[src/rtl/voice_slot_scheduler.sv]
// Time-multiplexes one wavetable ROM path across NUM_VOICES voices, one frame per sample tick.
// Optional ring modulation of odd voices by their even neighbour: define VOICE_RING_MOD_EN.
module voice_slot_scheduler #(
  parameter int unsigned NUM_VOICES = 8,
  parameter int unsigned PHASE_W    = 32,
  parameter int unsigned ADDR_W     = 22,
  parameter int unsigned SAMPLE_W   = 24,
  parameter int unsigned ROM_LAT    = 2,
  parameter int unsigned TICK_DIV   = 100
) (
  input  logic                          clk,
  input  logic                          reset,
  input  logic                          cfg_we,
  input  logic [$clog2(NUM_VOICES)-1:0] cfg_voice,
  input  logic [PHASE_W-1:0]            cfg_inc,
  input  logic [2:0]                    cfg_wave,
  input  logic                          cfg_gate,
  input  logic                          cfg_ring,
  output logic [ADDR_W-1:0]             rom_addr,
  output logic [2:0]                    rom_sel,
  input  logic [SAMPLE_W-1:0]           rom_q,
  output logic [SAMPLE_W-1:0]           mix_data,
  output logic                          mix_valid,
  output logic                          busy,
  output logic                          tick_overrun
);
  localparam int unsigned VIDX_W = $clog2(NUM_VOICES);
  localparam int unsigned ACC_W  = SAMPLE_W + VIDX_W;
  localparam int unsigned SHIFT  = PHASE_W - ADDR_W;
  localparam int unsigned CNT_W  = $clog2(TICK_DIV);
  localparam int unsigned WAIT_W = $clog2(ROM_LAT + 1);

  typedef enum logic [2:0] {S_IDLE, S_ISSUE, S_WAIT, S_CAPTURE, S_DONE} state_e;
  state_e state_q, state_d;

  logic [CNT_W-1:0]    tick_cnt_q, tick_cnt_d;
  logic [PHASE_W-1:0]  stg_inc_q [NUM_VOICES], stg_inc_d [NUM_VOICES];
  logic [2:0]          stg_wave_q[NUM_VOICES], stg_wave_d[NUM_VOICES];
  logic                stg_gate_q[NUM_VOICES], stg_gate_d[NUM_VOICES];
  logic [PHASE_W-1:0]  act_inc_q [NUM_VOICES], act_inc_d [NUM_VOICES];
  logic [2:0]          act_wave_q[NUM_VOICES], act_wave_d[NUM_VOICES];
  logic                act_gate_q[NUM_VOICES], act_gate_d[NUM_VOICES];
  logic [PHASE_W-1:0]  phase_q   [NUM_VOICES], phase_d   [NUM_VOICES];
  logic [ACC_W-1:0]    acc_q, acc_d;
  logic [VIDX_W-1:0]   v_q, v_d;
  logic [WAIT_W-1:0]   wait_q, wait_d;
  logic [ADDR_W-1:0]   rom_addr_q, rom_addr_d;
  logic [2:0]          rom_sel_q, rom_sel_d;
  logic [SAMPLE_W-1:0] mix_data_q, mix_data_d;
  logic                mix_valid_q, mix_valid_d;
  logic                busy_q, busy_d;
  logic                overrun_q, overrun_d;
  logic [SAMPLE_W-1:0] contrib_c;

`ifdef VOICE_RING_MOD_EN
  localparam int unsigned PROD_W = 2 * SAMPLE_W;
  logic                stg_ring_q[NUM_VOICES], stg_ring_d[NUM_VOICES];
  logic                act_ring_q[NUM_VOICES], act_ring_d[NUM_VOICES];
  logic [SAMPLE_W-1:0] s_even_q, s_even_d;
  logic [PROD_W-1:0]   prod_q, prod_d;
`else
  logic unused_ring_c;
  assign unused_ring_c = cfg_ring;
`endif

  logic              tick_c, last_voice_c, wait_done_c;
  logic [VIDX_W-1:0] v_nxt_c;
  assign tick_c       = (tick_cnt_q == CNT_W'(TICK_DIV - 1));
  assign last_voice_c = (v_q == VIDX_W'(NUM_VOICES - 1));
  assign wait_done_c  = (wait_q == WAIT_W'(ROM_LAT - 1));
  assign v_nxt_c      = v_q + VIDX_W'(1);

  always_ff @(posedge clk) begin
    if (reset) state_q <= S_IDLE;
    else       state_q <= state_d;
  end

  always_comb begin
    state_d = state_q;
    case (state_q)
      S_IDLE:    if (tick_c) state_d = S_ISSUE;
      S_ISSUE:   state_d = S_WAIT;
      S_WAIT:    if (wait_done_c) state_d = S_CAPTURE;
      S_CAPTURE: state_d = last_voice_c ? S_DONE : S_ISSUE;
      S_DONE:    state_d = S_IDLE;
      default:   state_d = S_IDLE;
    endcase
  end

  // Contribution of the voice being captured (ring product uses the registered multiply).
`ifdef VOICE_RING_MOD_EN
  assign contrib_c = (v_q[0] && act_ring_q[v_q]) ? prod_q[PROD_W-1:SAMPLE_W] : rom_q;
`else
  assign contrib_c = rom_q;
`endif

  always_comb begin
    tick_cnt_d  = tick_c ? '0 : tick_cnt_q + CNT_W'(1);
    stg_inc_d   = stg_inc_q;
    stg_wave_d  = stg_wave_q;
    stg_gate_d  = stg_gate_q;
    act_inc_d   = act_inc_q;
    act_wave_d  = act_wave_q;
    act_gate_d  = act_gate_q;
    phase_d     = phase_q;
    acc_d       = acc_q;
    v_d         = v_q;
    wait_d      = wait_q;
    rom_addr_d  = rom_addr_q;
    rom_sel_d   = rom_sel_q;
    mix_data_d  = mix_data_q;
    mix_valid_d = 1'b0;
    busy_d      = busy_q;
    overrun_d   = overrun_q | (tick_c && (state_q != S_IDLE));
`ifdef VOICE_RING_MOD_EN
    stg_ring_d  = stg_ring_q;
    act_ring_d  = act_ring_q;
    s_even_d    = s_even_q;
    prod_d      = prod_q;
`endif

    if (cfg_we) begin
      stg_inc_d[cfg_voice]  = cfg_inc;
      stg_wave_d[cfg_voice] = cfg_wave;
      stg_gate_d[cfg_voice] = cfg_gate;
`ifdef VOICE_RING_MOD_EN
      stg_ring_d[cfg_voice] = cfg_ring;
`endif
    end

    case (state_q)
      S_IDLE: begin
        if (tick_c) begin
          for (int i = 0; i < int'(NUM_VOICES); i++) begin
            act_inc_d[i]  = stg_inc_q[i];
            act_wave_d[i] = stg_wave_q[i];
            act_gate_d[i] = stg_gate_q[i];
`ifdef VOICE_RING_MOD_EN
            act_ring_d[i] = stg_ring_q[i];
`endif
            if (!act_gate_q[i] && stg_gate_q[i]) phase_d[i] = '0;
          end
          acc_d      = '0;
          v_d        = '0;
          busy_d     = 1'b1;
          rom_addr_d = ADDR_W'(phase_d[0] >> SHIFT);
          rom_sel_d  = stg_wave_q[0];
        end
      end
      S_ISSUE: wait_d = '0;
      S_WAIT: begin
        wait_d = wait_q + WAIT_W'(1);
`ifdef VOICE_RING_MOD_EN
        prod_d = PROD_W'(rom_q) * PROD_W'(s_even_q);
`endif
      end
      S_CAPTURE: begin
        if (act_gate_q[v_q]) begin
          acc_d        = acc_q + ACC_W'(contrib_c);
          phase_d[v_q] = phase_q[v_q] + act_inc_q[v_q];
        end else begin
          phase_d[v_q] = '0;
        end
`ifdef VOICE_RING_MOD_EN
        if (!v_q[0]) s_even_d = act_gate_q[v_q] ? rom_q : '0;
`endif
        // Next voice's address is issued on the same edge that leaves CAPTURE.
        if (last_voice_c) begin
          mix_data_d  = SAMPLE_W'(acc_d >> VIDX_W);
          mix_valid_d = 1'b1;
          busy_d      = 1'b0;
        end else begin
          v_d        = v_nxt_c;
          rom_addr_d = ADDR_W'(phase_q[v_nxt_c] >> SHIFT);
          rom_sel_d  = act_wave_q[v_nxt_c];
        end
      end
      default: ;
    endcase
  end

  always_ff @(posedge clk) begin
    if (reset) begin
      tick_cnt_q  <= '0;
      for (int i = 0; i < int'(NUM_VOICES); i++) begin
        stg_inc_q[i]  <= '0;
        stg_wave_q[i] <= '0;
        stg_gate_q[i] <= 1'b0;
        act_inc_q[i]  <= '0;
        act_wave_q[i] <= '0;
        act_gate_q[i] <= 1'b0;
        phase_q[i]    <= '0;
`ifdef VOICE_RING_MOD_EN
        stg_ring_q[i] <= 1'b0;
        act_ring_q[i] <= 1'b0;
`endif
      end
      acc_q       <= '0;
      v_q         <= '0;
      wait_q      <= '0;
      rom_addr_q  <= '0;
      rom_sel_q   <= '0;
      mix_data_q  <= '0;
      mix_valid_q <= 1'b0;
      busy_q      <= 1'b0;
      overrun_q   <= 1'b0;
`ifdef VOICE_RING_MOD_EN
      s_even_q    <= '0;
      prod_q      <= '0;
`endif
    end else begin
      tick_cnt_q  <= tick_cnt_d;
      stg_inc_q   <= stg_inc_d;
      stg_wave_q  <= stg_wave_d;
      stg_gate_q  <= stg_gate_d;
      act_inc_q   <= act_inc_d;
      act_wave_q  <= act_wave_d;
      act_gate_q  <= act_gate_d;
      phase_q     <= phase_d;
      acc_q       <= acc_d;
      v_q         <= v_d;
      wait_q      <= wait_d;
      rom_addr_q  <= rom_addr_d;
      rom_sel_q   <= rom_sel_d;
      mix_data_q  <= mix_data_d;
      mix_valid_q <= mix_valid_d;
      busy_q      <= busy_d;
      overrun_q   <= overrun_d;
`ifdef VOICE_RING_MOD_EN
      stg_ring_q  <= stg_ring_d;
      act_ring_q  <= act_ring_d;
      s_even_q    <= s_even_d;
      prod_q      <= prod_d;
`endif
    end
  end

  assign rom_addr     = rom_addr_q;
  assign rom_sel      = rom_sel_q;
  assign mix_data     = mix_data_q;
  assign mix_valid    = mix_valid_q;
  assign busy         = busy_q;
  assign tick_overrun = overrun_q;

endmodule

[config.mk]
export PLATFORM = sky130hd
export DESIGN_NAME = voice_slot_scheduler
export DESIGN_NICKNAME = d
export VERILOG_FILES = /design/src/rtl/voice_slot_scheduler.sv
export SDC_FILE = /design/constraint.sdc
export NUM_CORES = 2
export LEC_CHECK = 0
export ABC_AREA = 0
export ABC_CLOCK_PERIOD_IN_PS = 9700
export CORE_MARGIN = 1
export CORE_UTILIZATION = 45
export CTS_BUF_LIST = sky130_fd_sc_hd__clkbuf_4 sky130_fd_sc_hd__clkbuf_8
export DETAILED_ROUTE_END_ITERATION = 8
export GPL_TIMING_DRIVEN = 0
export PLACE_DENSITY_LB_ADDON = 0.3
export SYNTH_ARGS = -nofsm -noshare
export SYNTH_HDL_FRONTEND = slang
export SYNTH_SLANG_ARGS = --single-unit
[constraint.sdc]
create_clock -name clk -period 9.7 [get_ports clk]
set_clock_uncertainty 0.1 [all_clocks]
set_input_delay 1.94 -clock clk [delete_from_list [all_inputs] [get_ports clk]]
set_output_delay 1.94 -clock clk [all_outputs]
set_load 0.1 [all_outputs]
Word level (Yosys, flattened, before mapping)
Cells that the tools add are included.
{"block": "word_totals", "regBits": 926, "inputBits": 67, "output_inout_bits": 52, "elab_cells": 204}
{"block": "classes", "add_sub_neg": 5, "magnitude_cmp": 5, "n_eq_ne": 19, "mux": 59, "bitwise": 7, "n_reduce_logical": 40}
{"cell": "$bwmux 256", "n": 2}
{"cell": "$mux 256", "n": 2}
{"cell": "$mux 32", "n": 16}
{"cell": "$pmux 256 s2", "n": 1}
{"cell": "$bmux 32 s3", "n": 3}
{"cell": "$and 256x256->256", "n": 1}
{"cell": "$not 256->256", "n": 1}
{"cell": "$demux 32 s3", "n": 2}
{"cell": "$mux 27", "n": 2}
{"cell": "$pmux 27 s2", "n": 1}
{"cell": "$mux 22", "n": 2}
{"cell": "$pmux 22 s2", "n": 1}
{"cell": "$reduce_and 3->1", "n": 11}
{"cell": "$add 32x32->32", "n": 1}
{"cell": "$mux 3", "n": 10}
{"cell": "$add 27x24->27", "n": 1}
{"cell": "$ne 2x2->1 const B", "n": 13}
{"cell": "$bwmux 24", "n": 1}
{"cell": "$ge 4x4->1 const B", "n": 3}
{"cell": "$not 3->4", "n": 3}
{"cell": "$pmux 3 s2", "n": 2}
{"cell": "$pmux 3 s4", "n": 1}
{"cell": "$logic_and 1x1->1", "n": 11}
{"cell": "$bmux 3 s3", "n": 1}
{"cell": "other kinds (24)", "n": 43}

Depth between registers and ports, before layout
{"block": "logic_depth", "ltp_word": 9, "ltp_mapped": 19, "ltp_nobuf": 15}

Least setup slack after synthesis
Ideal clock, no wire load.
{"block": "synth_timing", "kind": "input port to flip-flop", "startpoint": "input port rom_q[0]", "endpoint": "register mix_data_q[23] (netlist: mix_data[23])", "setup_time_ns": 0.091, "t_arrival_ns": 4.112, "required_time_ns": 9.509, "slack_ns": 5.397, "path_stages": 11, "path_buffers": 0, "cell_sequence": "ha_1 > inv_1 > fa_1 > nor2b_1 > o31ai_1 > a21oi_1 > a31oi_1 > o21ai_0 > a31oi_1 > or3_1 > a311oi_1"}
{"block": "synth_via", "elab_chain_len": 2}
{"element": "from (decl)", "line": "21", "text": "input logic [SAMPLE_W-1:0] rom_q,"}
{"element": "$add 27x24->27", "line": "159", "text": "acc_d = acc_q + ACC_W'(contrib_c);"}
{"element": "$mux 27", "line": "158", "text": "if (act_gate_q[v_q]) begin"}
{"element": "to (signal assigned)", "line": "225", "text": "mix_data_q <= mix_data_d;"}
{"element": "to (decl)", "line": "49", "text": "logic [SAMPLE_W-1:0] mix_data_q, mix_data_d;"}
Every way passes these cells. The select of a mux whose other input is x is not followed.
A chain may end at the register's enable or synchronous reset.

Worst setup path in the final report
{"block": "layout_timing", "startpoint": "register v_q[1]", "endpoint": "register phase_q[126] (netlist name)"}
{"block": "layout_via", "elab_chain_len": 9, "elab_cells_between_ends": 21, "cone_classes": "1 x add/sub; 2 x order compare; 14 x mux; 3 x bitwise; 1 x reduce/logical"}
{"element": "from (decl)", "line": "45", "text": "logic [VIDX_W-1:0] v_q, v_d;"}
{"element": "from (signal assigned)", "line": "221", "text": "v_q <= v_d;"}
{"element": "$not 3->4 (not written as such) (*)", "line": "158, 160, 162"}
{"element": "branches (longest 6 deep; another with $add 32x32->32)"}
{"element": "$mux 256 (*)", "line": "158"}
{"element": "$pmux 256 s2 (*)", "line": "131", "text": "case (state_q)"}
{"element": "to (signal assigned)", "line": "219", "text": "phase_q <= phase_d;"}
{"element": "to (decl)", "line": "43", "text": "logic [PHASE_W-1:0] phase_q [NUM_VOICES], phase_d [NUM_VOICES];"}
Mark *: on every way between the ends. The select of a mux whose other input is x is not followed.

==> out/qor.csv <==
metric,value,unit
Die X,299,um
syn nets,4957,
"Clk Latency, worst-skew pair",0.87,ns
final core occ,52.0,%
Residual DRC,0,
Layout area overhead,14.3,%
IO Port Bufs,76,
combinational power share,4.2,%
switching share of total power,25.2,%
post-CTS resize count,0,
GP Congestion,0.992,
crit end category,flip-flop,
site row count,108,
CTS Buffer Depth,3,
largest net degree at the start of global routing,17,
initial antenna violation count,9,
Int Power,5.93,mW
Leak,15.4,nW
"delay-heaviest family, CP",buffers and inverters,
clock root buffer master,clkbuf_8,
Clock power frac,47.3,%
grt ovf,0,
vias,39077,
"slowest stage delay, CP",1.10,ns
gr usage total,35.8,%
Syn. warnings,0,
Synth area leaders,"dfxtp_1, nand2_1, a22oi_1",
Tmin final,7.31,ns
Least-Margin Pin Slew,1.70,ns
Post-Synthesis Cells,4829,
critical path class,flip-flop to flip-flop,
Detailed Route Iter0 Violations,5564,
post-route ant nets,0,
boundary pin count,119,
TritonCTS Buffers,154,
ys flop type,dfxtp_1,
sequential share of the synthesized area,46.8,%
number of global-route vias before repair,36334,
final hold vios,0,
Switch Pwr,2.00,mW
TritonCTS Sinks,926,
dominant cell type by area after synthesis,dfxtp_1,
routed wire length,164000,um
min-delay worst type,flip-flop to flip-flop,
Clock transition at path regs,0.06,ns
first-pass GRT wire length,237000,um
RSZ-0062 raised after global routing,false,
maxcap violations,10,
maximum net fanout on the critical path,10,
TritonCTS clock tree,built,
Crit path required time,10.31,ns
average wire per standard cell,25.9,um
starting density of the core,45.6,%
"FF+latch count, synth",926,
crit path max-delay cell type,clkbuf_1,
hold_buf cts,0,
setup_tns,0,ns
Seq pwr share,48.5,%
fin crit share,75.4,%
router iterations before antenna repair,9,
count of cell types in the netlist,85,
"Setup Fix Bufs, Post-CTS",0,
outcome,"complete, but fails checks",
Die Ht,299,um
crit-path cells,"clkbuf_1, clkbuf_1, nor3b_1, clkbuf_1, clkbuf_1, a22oi_1, nand4_1, ha_1, inv_1, fa_1, nor2b_1, o31ai_1, a211oi_1, o31ai_2, o31ai_2, a41o_1, buf_2, nand2_1, o311ai_0",
maximum clock rate,137,MHz
failing checks,"capacitance limit, slew limit",
Final nets,5196,
Die ar.,0.0893,mm2
layout cell share with drive strength beyond 1,9.42,%
HPWL Detailed,114000,um
CP Buf/Inv Count,6,
Final Max Slew Viols,87,
Pwr Density,175,mW/mm2
syn_area_per_cell,8.21,um2
Peak VDD IR,0.134,mV
Post-synth EDFFs,0,
"FFs w/ async S/R, synth",0,%
"Power, Total",7.93,mW
Synth top area share,46.8,%
CP Launch Type,flip-flop,
final setup vio count,0,
max_slew headroom,-13.2,%
critical path arrival,7.92,ns
mapped cell area,0.0396,mm2
Core Area,0.0870,mm2
# H-tree levels,4,
Via density,6.16,
"most used cell, CP",clkbuf_1,
-- metal layers --
metal / track usage (%) / vias to the layer above / part of all wire, %
met5: 0.529 / - / 0.063
met4: 21.6 / 10 / 6.4
met3: 10.2 / 608 / 13
met2: 54.0 / 2573 / 43
met1: 45.2 / 18453 / 38
li1: - / 17433 / -
-- state kept, by name, indices dropped and copies added, names as in the netlist --
| name | count |
|---|---|
| wait_q | 2 |
| rom_addr | 22 |
| stg_inc_q | 256 |
| tick_cnt_q | 7 |
| state_q | 3 |
| v_q | 3 |
| phase_q | 256 |
| act_wave_q | 24 |
| acc_q | 27 |
| tick_overrun | 1 |
| busy | 1 |
| mix_data | 24 |
| stg_wave_q | 24 |
| stg_gate_q | 8 |
| act_gate_q | 8 |
| act_inc_q | 256 |
| mix_valid | 1 |
| rom_sel | 3 |
-- layout by cell type (no fill, tap or decap), drive strengths merged, types with 20 or more instances in the layout --
cell,count
a21o,30
a21oi,667
a221oi,28
a22oi,462
and3,20
buf,87
clkbuf,591
clkdlybuf4s50,76
dfxtp,926
ha,59
inv,41
mux2,24
mux4,51
nand2,1265
nand3,85
nand4,66
nor2,298
nor3,55
o21ai,74
xnor2,30
xor2,22
-- stage by stage --
stage | std cells | cell area, um2 | worst slack, ns | hold WS (ns)
after global routing | 6339 | 45300 | 2.45 | 0.353
final | 6340 | 45300 | 2.39 | 0.314
after floorplan | 4829 | 39600 | 5.40 | 0.313
after CTS | 6335 | 45200 | 2.83 | 0.308
after detailed placement | 6065 | 41900 | 2.87 | 0.336
after global placement | 6060 | 41800 | 2.90 | 0.326
-- layout make-up --
| type | instances | area (um2) |
|---|---|---|
| clock buffers | 245 | 3020 |
| inverters | 29 | 109 |
| plain buffers | 429 | 1870 |
| multi-input cells | 3445 | 19200 |
| clock inverters | 25 | 278 |
| repair buffers | 83 | 871 |
| diodes | 3 | 7.51 |
| flip-flops and latches | 926 | 18500 |
| fillers | 8505 | 41700 |
| well taps | 1155 | 1450 |
-- final timing paths --
path / startpoint / to / slack, ns / cells after the start
worst min-delay path: stg_wave_q[12] / act_wave_q[12] / 0.31 / 2
worst max-delay path: v_q[1] / phase_q[126] / 2.39 / 19
worst max register to register: v_q[1] / phase_q[126] / 2.39 / 19
worst min register to register: stg_wave_q[12] / act_wave_q[12] / 0.31 / 2
-- cells in the mapped netlist (12+ instances only) --
cell type and n:
dfxtp_1 926, nor2_1 298, o311ai_0 14, a31oi_1 15
a21o_1 28, a211oi_1 12, o21a_1 13, mux4_2 51
a22oi_1 462, xor2_1 22, buf_2 52, nand2_1 1264
nand3_1 85, nor3_1 53, inv_1 29, o21ai_0 59
clkbuf_1 306, nand4_1 66, o21ai_1 13, mux2_2 24
a221oi_1 27, a21oi_1 667, buf_1 17, clkbuf_2 37
ha_1 59, and3_1 19, xnor2_1 29
-- power by group through the flow --
stage	Sequential, mW	Clock [mW]	Combinational [mW]
2_1_floorplan	3.93	0	0.175
3_3_place_gp	3.93	0	0.319
3_5_place_dp	3.93	0	0.323
4_1_cts	3.85	3.73	0.323
5_1_grt	3.85	3.92	0.346
6_report	3.85	3.75	0.336
-- worst min-delay path, cell delays in order, from the launching register on --
cell,delay [ns]
dfxtp_1,0.31
nand2_1,0.05
a21oi_1,0.05
-- cells by family (layout without fill, tap and decap cells) --
kind of cell	count (synthesis)	count (layout)	share of synthesized area (%)
mux	85	85	3.83
flops	926	926	46.8
xor+xnor	52	52	1.17
simple gates	1847	1847	19.0
compound gates	1400	1400	22.3
other cells	0	3	0
buf+inv	458	811	4.97
fa+ha+maj	61	61	1.96
(Power assumes the default switching activity.)
